### src/rtl/instr_prefetch_queue_if.sv
// Handshake and program-memory bus between the prefetch queue, program memory,
// execute-stage redirect logic and the decode stage.
interface instr_prefetch_queue_if #(
    parameter int unsigned DEPTH = 4,
    parameter int unsigned AW    = 8,
    parameter int unsigned IW    = 16
);
    localparam int unsigned OW = $clog2(DEPTH + 1);

    logic [AW-1:0] imem_addr;
    logic [IW-1:0] imem_data;
    logic          redirect;
    logic [AW-1:0] redirect_pc;
    logic [IW-1:0] instr_out;
    logic [AW-1:0] instr_pc;
    logic          instr_valid;
    logic          instr_ready;
    logic [OW-1:0] occupancy;

    modport slave (
        output imem_addr, instr_out, instr_pc, instr_valid, occupancy,
        input  imem_data, redirect, redirect_pc, instr_ready
    );

    modport master (
        input  imem_addr, instr_out, instr_pc, instr_valid, occupancy,
        output imem_data, redirect, redirect_pc, instr_ready
    );
endinterface

### src/rtl/instr_prefetch_queue.sv
// Fetch stage: walks the fetch PC through program memory, buffers {instr, pc}
// pairs in a circular FIFO and hands the head to decode; redirect flushes and refetches.
module instr_prefetch_queue #(
    parameter int unsigned    DEPTH    = 4,
    parameter int unsigned    AW       = 8,
    parameter int unsigned    IW       = 16,
    parameter logic [AW-1:0]  RESET_PC = '0
) (
    input  logic                   clk,
    input  logic                   rst,
    instr_prefetch_queue_if.slave  bus
);
    localparam int unsigned PW = $clog2(DEPTH);
    localparam int unsigned OW = $clog2(DEPTH + 1);

    typedef struct packed {
        logic [IW-1:0] instr;
        logic [AW-1:0] pc;
    } entry_t;

    entry_t        mem_q [DEPTH];
    entry_t        mem_d [DEPTH];
    logic [PW-1:0] rd_q, rd_d;
    logic [PW-1:0] wr_q, wr_d;
    logic [OW-1:0] occ_q, occ_d;
    logic [AW-1:0] pc_q, pc_d;
    logic          valid;
    logic          pop;
    logic          push;

    always_comb begin
        valid = (occ_q != '0);
        pop   = valid & bus.instr_ready;
        push  = ~bus.redirect & ((occ_q < OW'(DEPTH)) | pop);

        mem_d = mem_q;
        rd_d  = rd_q;
        wr_d  = wr_q;
        occ_d = occ_q;
        pc_d  = pc_q;

        if (bus.redirect) begin
            // A head popped in this cycle is still consumed; the flush drops everything else.
            rd_d  = '0;
            wr_d  = '0;
            occ_d = '0;
            pc_d  = bus.redirect_pc;
        end else begin
            if (push) begin
                mem_d[wr_q] = '{instr: bus.imem_data, pc: pc_q};
                wr_d        = wr_q + PW'(1);
                pc_d        = pc_q + AW'(1);
            end
            if (pop) begin
                rd_d = rd_q + PW'(1);
            end
            case ({push, pop})
                2'b10:   occ_d = occ_q + OW'(1);
                2'b01:   occ_d = occ_q - OW'(1);
                default: occ_d = occ_q;
            endcase
        end
    end

    always_ff @(posedge clk or posedge rst) begin
        if (rst) begin
            for (int unsigned i = 0; i < DEPTH; i++) begin
                mem_q[i] <= '0;
            end
            rd_q  <= '0;
            wr_q  <= '0;
            occ_q <= '0;
            pc_q  <= RESET_PC;
        end else begin
            mem_q <= mem_d;
            rd_q  <= rd_d;
            wr_q  <= wr_d;
            occ_q <= occ_d;
            pc_q  <= pc_d;
        end
    end

    assign bus.imem_addr   = pc_q;
    assign bus.instr_out   = mem_q[rd_q].instr;
    assign bus.instr_pc    = mem_q[rd_q].pc;
    assign bus.instr_valid = valid;
    assign bus.occupancy   = occ_q;
endmodule

### src/flat_wrapper.sv
// flat-port wrapper written by rule: the top's interface ports become plain ports
module instr_prefetch_queue_flat 
#(
    parameter int unsigned    DEPTH    = 4,
    parameter int unsigned    AW       = 8,
    parameter int unsigned    IW       = 16,
    parameter logic [AW-1:0]  RESET_PC = '0
)
  (clk, rst, bus_imem_addr, bus_instr_out, bus_instr_pc, bus_instr_valid, bus_occupancy, bus_imem_data, bus_redirect, bus_redirect_pc, bus_instr_ready);
  instr_prefetch_queue_if #(.DEPTH(DEPTH), .AW(AW), .IW(IW)) bus_i ();
  input  logic clk;
  input  logic rst;
  output wire logic [$bits(bus_i.imem_addr)-1:0] bus_imem_addr;
  output wire logic [$bits(bus_i.instr_out)-1:0] bus_instr_out;
  output wire logic [$bits(bus_i.instr_pc)-1:0] bus_instr_pc;
  output wire logic [$bits(bus_i.instr_valid)-1:0] bus_instr_valid;
  output wire logic [$bits(bus_i.occupancy)-1:0] bus_occupancy;
  input wire logic [$bits(bus_i.imem_data)-1:0] bus_imem_data;
  input wire logic [$bits(bus_i.redirect)-1:0] bus_redirect;
  input wire logic [$bits(bus_i.redirect_pc)-1:0] bus_redirect_pc;
  input wire logic [$bits(bus_i.instr_ready)-1:0] bus_instr_ready;
  assign bus_imem_addr = bus_i.imem_addr;
  assign bus_instr_out = bus_i.instr_out;
  assign bus_instr_pc = bus_i.instr_pc;
  assign bus_instr_valid = bus_i.instr_valid;
  assign bus_occupancy = bus_i.occupancy;
  assign bus_i.imem_data = bus_imem_data;
  assign bus_i.redirect = bus_redirect;
  assign bus_i.redirect_pc = bus_redirect_pc;
  assign bus_i.instr_ready = bus_instr_ready;
  instr_prefetch_queue #(.DEPTH(DEPTH), .AW(AW), .IW(IW), .RESET_PC(RESET_PC)) u_core (.clk(clk), .rst(rst), .bus(bus_i));
endmodule
### config.mk
export PLATFORM = sky130hd
export DESIGN_NAME = instr_prefetch_queue_flat
export DESIGN_NICKNAME = d
export VERILOG_FILES = /design/src/rtl/instr_prefetch_queue_if.sv /design/src/rtl/instr_prefetch_queue.sv /design/src/flat_wrapper.sv
export SDC_FILE = /design/constraint.sdc
export NUM_CORES = 1
export LEC_CHECK = 0
export BUFFER_PORTS_ARGS = -buffer_cell sky130_fd_sc_hd__buf_2
export CAP_MARGIN = 20
export CELL_PAD_IN_SITES_DETAIL_PLACEMENT = 0
export CELL_PAD_IN_SITES_GLOBAL_PLACEMENT = 1
export CORE_ASPECT_RATIO = 0.8
export CORE_MARGIN = 4
export CORE_UTILIZATION = 48
export DETAILED_ROUTE_END_ITERATION = 8
export PLACE_DENSITY_LB_ADDON = 0.1
export SETUP_SLACK_MARGIN = 0.05
export SLEW_MARGIN = 5
export SYNTH_ARGS = -nofsm -noshare
export SYNTH_HDL_FRONTEND = slang
export SYNTH_SLANG_ARGS = --single-unit
### constraint.sdc
create_clock -name clk -period 3.9 [get_ports clk]
set_input_delay 0.39 -clock clk [delete_from_list [all_inputs] [get_ports clk]]
set_output_delay 0.39 -clock clk [all_outputs]
set_load 0.02 [all_outputs]
==> results.py <==
metrics = {
    "cts": {
        "clock-sinks": 111,
        "post-cts-setup-buffer-count": 0,
        "cts-resized-gates": 0,
        "cts.path.max_buffers": 2,
        "cts_buffers": 9,
        "clk_pin_slew_ns": 0.07,
        "cts_max_level": 3,
        "cts-root-buf": "clkbuf_16",
        "cts_tree": "yes",
        "ctsHoldBuffers": 0,
        "clock_latency_ns": 0.34,
    },
    "sta": {
        "fin_crit_sh_pct": 64.4,
        "final.min_clock_period_ns": 2.51,
        "relSlewSlack_pct": 38.9,
        "tightestPinTransition_ns": 0.917,
        "slew_viol_final": 0,
        "hold_viol": 0,
        "hold_slack_ns": 0.0281,
        "grt_setup_unrepaired": "false",
        "finalSetupViolCount": 0,
        "skew_ns": 0.00548,
        "setup-tns-final_ns": 0,
        "fmax_mhz": 398,
    },
    "logic_synthesis": {
        "synth_top_family_by_area": "multiplexers",
        "synth-seq-cells": 111,
        "yosysWarnings": 0,
        "synthesis.nets": 354,
        "synth-seq-area-share_pct": 54.8,
        "synth_fa_ha_area_share_pct": 1.63,
        "synth_cells": 320,
        "syn_avg_cell_area_um2": 15.8,
        "synth_xor_area_share_pct": 1.73,
        "syn_area_um2": 5070,
        "synth_cell_types": 29,
        "synth_compound_area_share_pct": 1.56,
        "synthSimpleGateAreaFrac_pct": 3.88,
        "synth_mux_area_share_pct": 33.3,
    },
    "critical_path": {
        "ff2ff_setup_slack_ns": 1.74,
        "crit_fanout": 26,
        "rr_worst_depth": 4,
        "crit_type": "flip-flop to primary output",
        "cp_data_arrival_time_ns": 2.12,
        "start_kind": "flip-flop",
        "cp-end-kind": "primary output",
        "worstPathRequired_ns": 3.51,
    },
    "grt": {
        "first_global_vias": 3009,
        "met2_usage_pct": 25.4,
        "grt.overflow.total": 0,
        "met1_usage_pct": 24.1,
        "met3_usage_pct": 3.89,
        "busiest_layer": "met2",
        "antenna_found_initial": 0,
        "grt_max_degree": 81,
        "grt_usage_pct": 16.7,
        "grt_pass1_wl_mm": 15.8,
    },
    "place": {
        "port_buffers": 63,
        "dp_hpwl_mm": 5.98,
        "gp_congestion": 0.753,
    },
    "final_layout": {
        "layout_common_cells": "dfrtp_1 (110), mux2_2 (77), buf_2 (63)",
        "syn2layout_area_growth_pct": 13.9,
        "fill_cells": 847,
        "antennaDiodeCount": 0,
        "nNetsFinal": 413,
        "multiInputGateArea_um2": 2130,
        "seq_area_um2": 2780,
        "layout-drive-gt1-share_pct": 52.9,
        "layout_commonest_cell": "dfrtp_1",
    },
    "run_status": {
        "status": "completed",
    },
    "routing": {
        "via_count": 2861,
        "routed_via_density": 5.46,
        "dr.pass1.iters": 4,
        "drt_iter0_drc": 118,
        "antenna_left": 0,
        "drt_wl_total_mm": 9.60,
        "drc": 0,
        "wl_per_cell_um": 18.3,
    },
    "die": {
        "num_io_pins": 64,
        "fp.dieH_um": 99.9,
        "start_util_pct": 49.3,
        "num_rows": 33,
        "die_w_um": 123,
        "die_area_um2": 12300,
        "core_um2": 10300,
    },
    "pwr": {
        "peakVddDrop_uv": 347,
        "power_leakage_nw": 2.63,
        "powerDensity_nw_per_um2": 794,
    },
    "job": {
        "cap_violations": 0,
    },
    "worst_hold_path": {
        "hold_class": "primary input to asynchronous set/reset pin",
    },
}
## report_power, final
group	internal, mW	switching, mW	leakage, nW
clock	0.519	0.405	0.143
combinational	0.926	0.708	1.14
sequential	1.67	0.351	1.34
## per-stage QoR
step                      worst slack (ns)  area (µm²)  std cells  util (%)  power, mW
final                                 1.39        5770        524      56.1       4.58
after global routing                  1.22        5770        524      56.1       4.85
after CTS                             1.31        5740        523      55.8       4.64
after detailed placement              1.56        5440        507      52.9       3.70
after global placement                1.59        5440        507      52.9       3.65
after floorplan                      0.579        5070        320         -       3.26
## area by class of cell
type	count	area share (%)
clock buffer	12	4.27
clock inverter	4	0.954
inverter	3	0.239
multi-input combinational	187	37.0
sequential	111	48.2
tap	140	3.04
timing repair buffer	67	6.33
## flip-flops by register name, summed over array words and instances, names as in the netlist
| signal | cells |
|---|---|
| u_core.bus.imem_addr | 8 |
| u_core.bus.occupancy | 3 |
| u_core.rd_q | 2 |
| u_core.wr_q | 2 |
| u_core.mem_q | 96 |
## worst max-delay path: stages, from the launching register on
cell and delay [ns]:
dfrtp_2 0.97, mux4_2 0.62, buf_2 0.18
## routing by layer
metal	wire, µm	vias to the layer above
met5	0	-
met4	119	0
met3	420	13
met2	4390	60
met1	4670	1502
li1	-	1286
## worst paths after layout
check                                                     from                             endpoint
hold / removal                                             rst         u_core.mem_q[79]$_DFFE_PP0P_
hold reg to reg                   u_core.mem_q[26]$_DFFE_PP0P_         u_core.mem_q[26]$_DFFE_PP0P_
setup reg to reg           u_core.bus.occupancy[2]$_DFFE_PP0P_         u_core.mem_q[26]$_DFFE_PP0P_
max in group asynchronous                                  rst         u_core.mem_q[42]$_DFFE_PP0P_
min in group clk                            bus_redirect_pc[6]  u_core.bus.imem_addr[6]$_DFFE_PP0P_
setup / recovery                    u_core.rd_q[0]$_DFFE_PP0P_                      bus_instr_pc[2]
## cell usage after synthesis (all sizes together)
master,number,area (µm²)
a211o,1,8.76
a21oi,4,20.0
and2,1,6.26
and2b,1,7.51
and3,2,12.5
and4,1,8.76
buf,13,121
clkbuf,6,22.5
dfrtp,111,2780
fa,1,20.0
ha,5,62.6
inv,3,11.3
mux2,96,1140
mux2i,1,10.0
mux4,24,541
nand2,15,86.3
nand2b,1,6.26
nand3,4,20.0
nand3b,1,7.51
nand4,2,12.5
nor2,6,22.5
o21ai,10,50.1
or3,1,6.26
xnor2,2,17.5
xor2,8,70.1
## kinds of logic after synthesis
kind of cell | Yosys count
and+or+nand+nor | 35
buffers and inverters | 22
AOI/OAI and AO/OA | 15
adders and majority gates | 6
xor gates and xnor gates | 10
muxes | 121
DFF | 111
No activity file was read; power rests on OpenSTA's default activity.
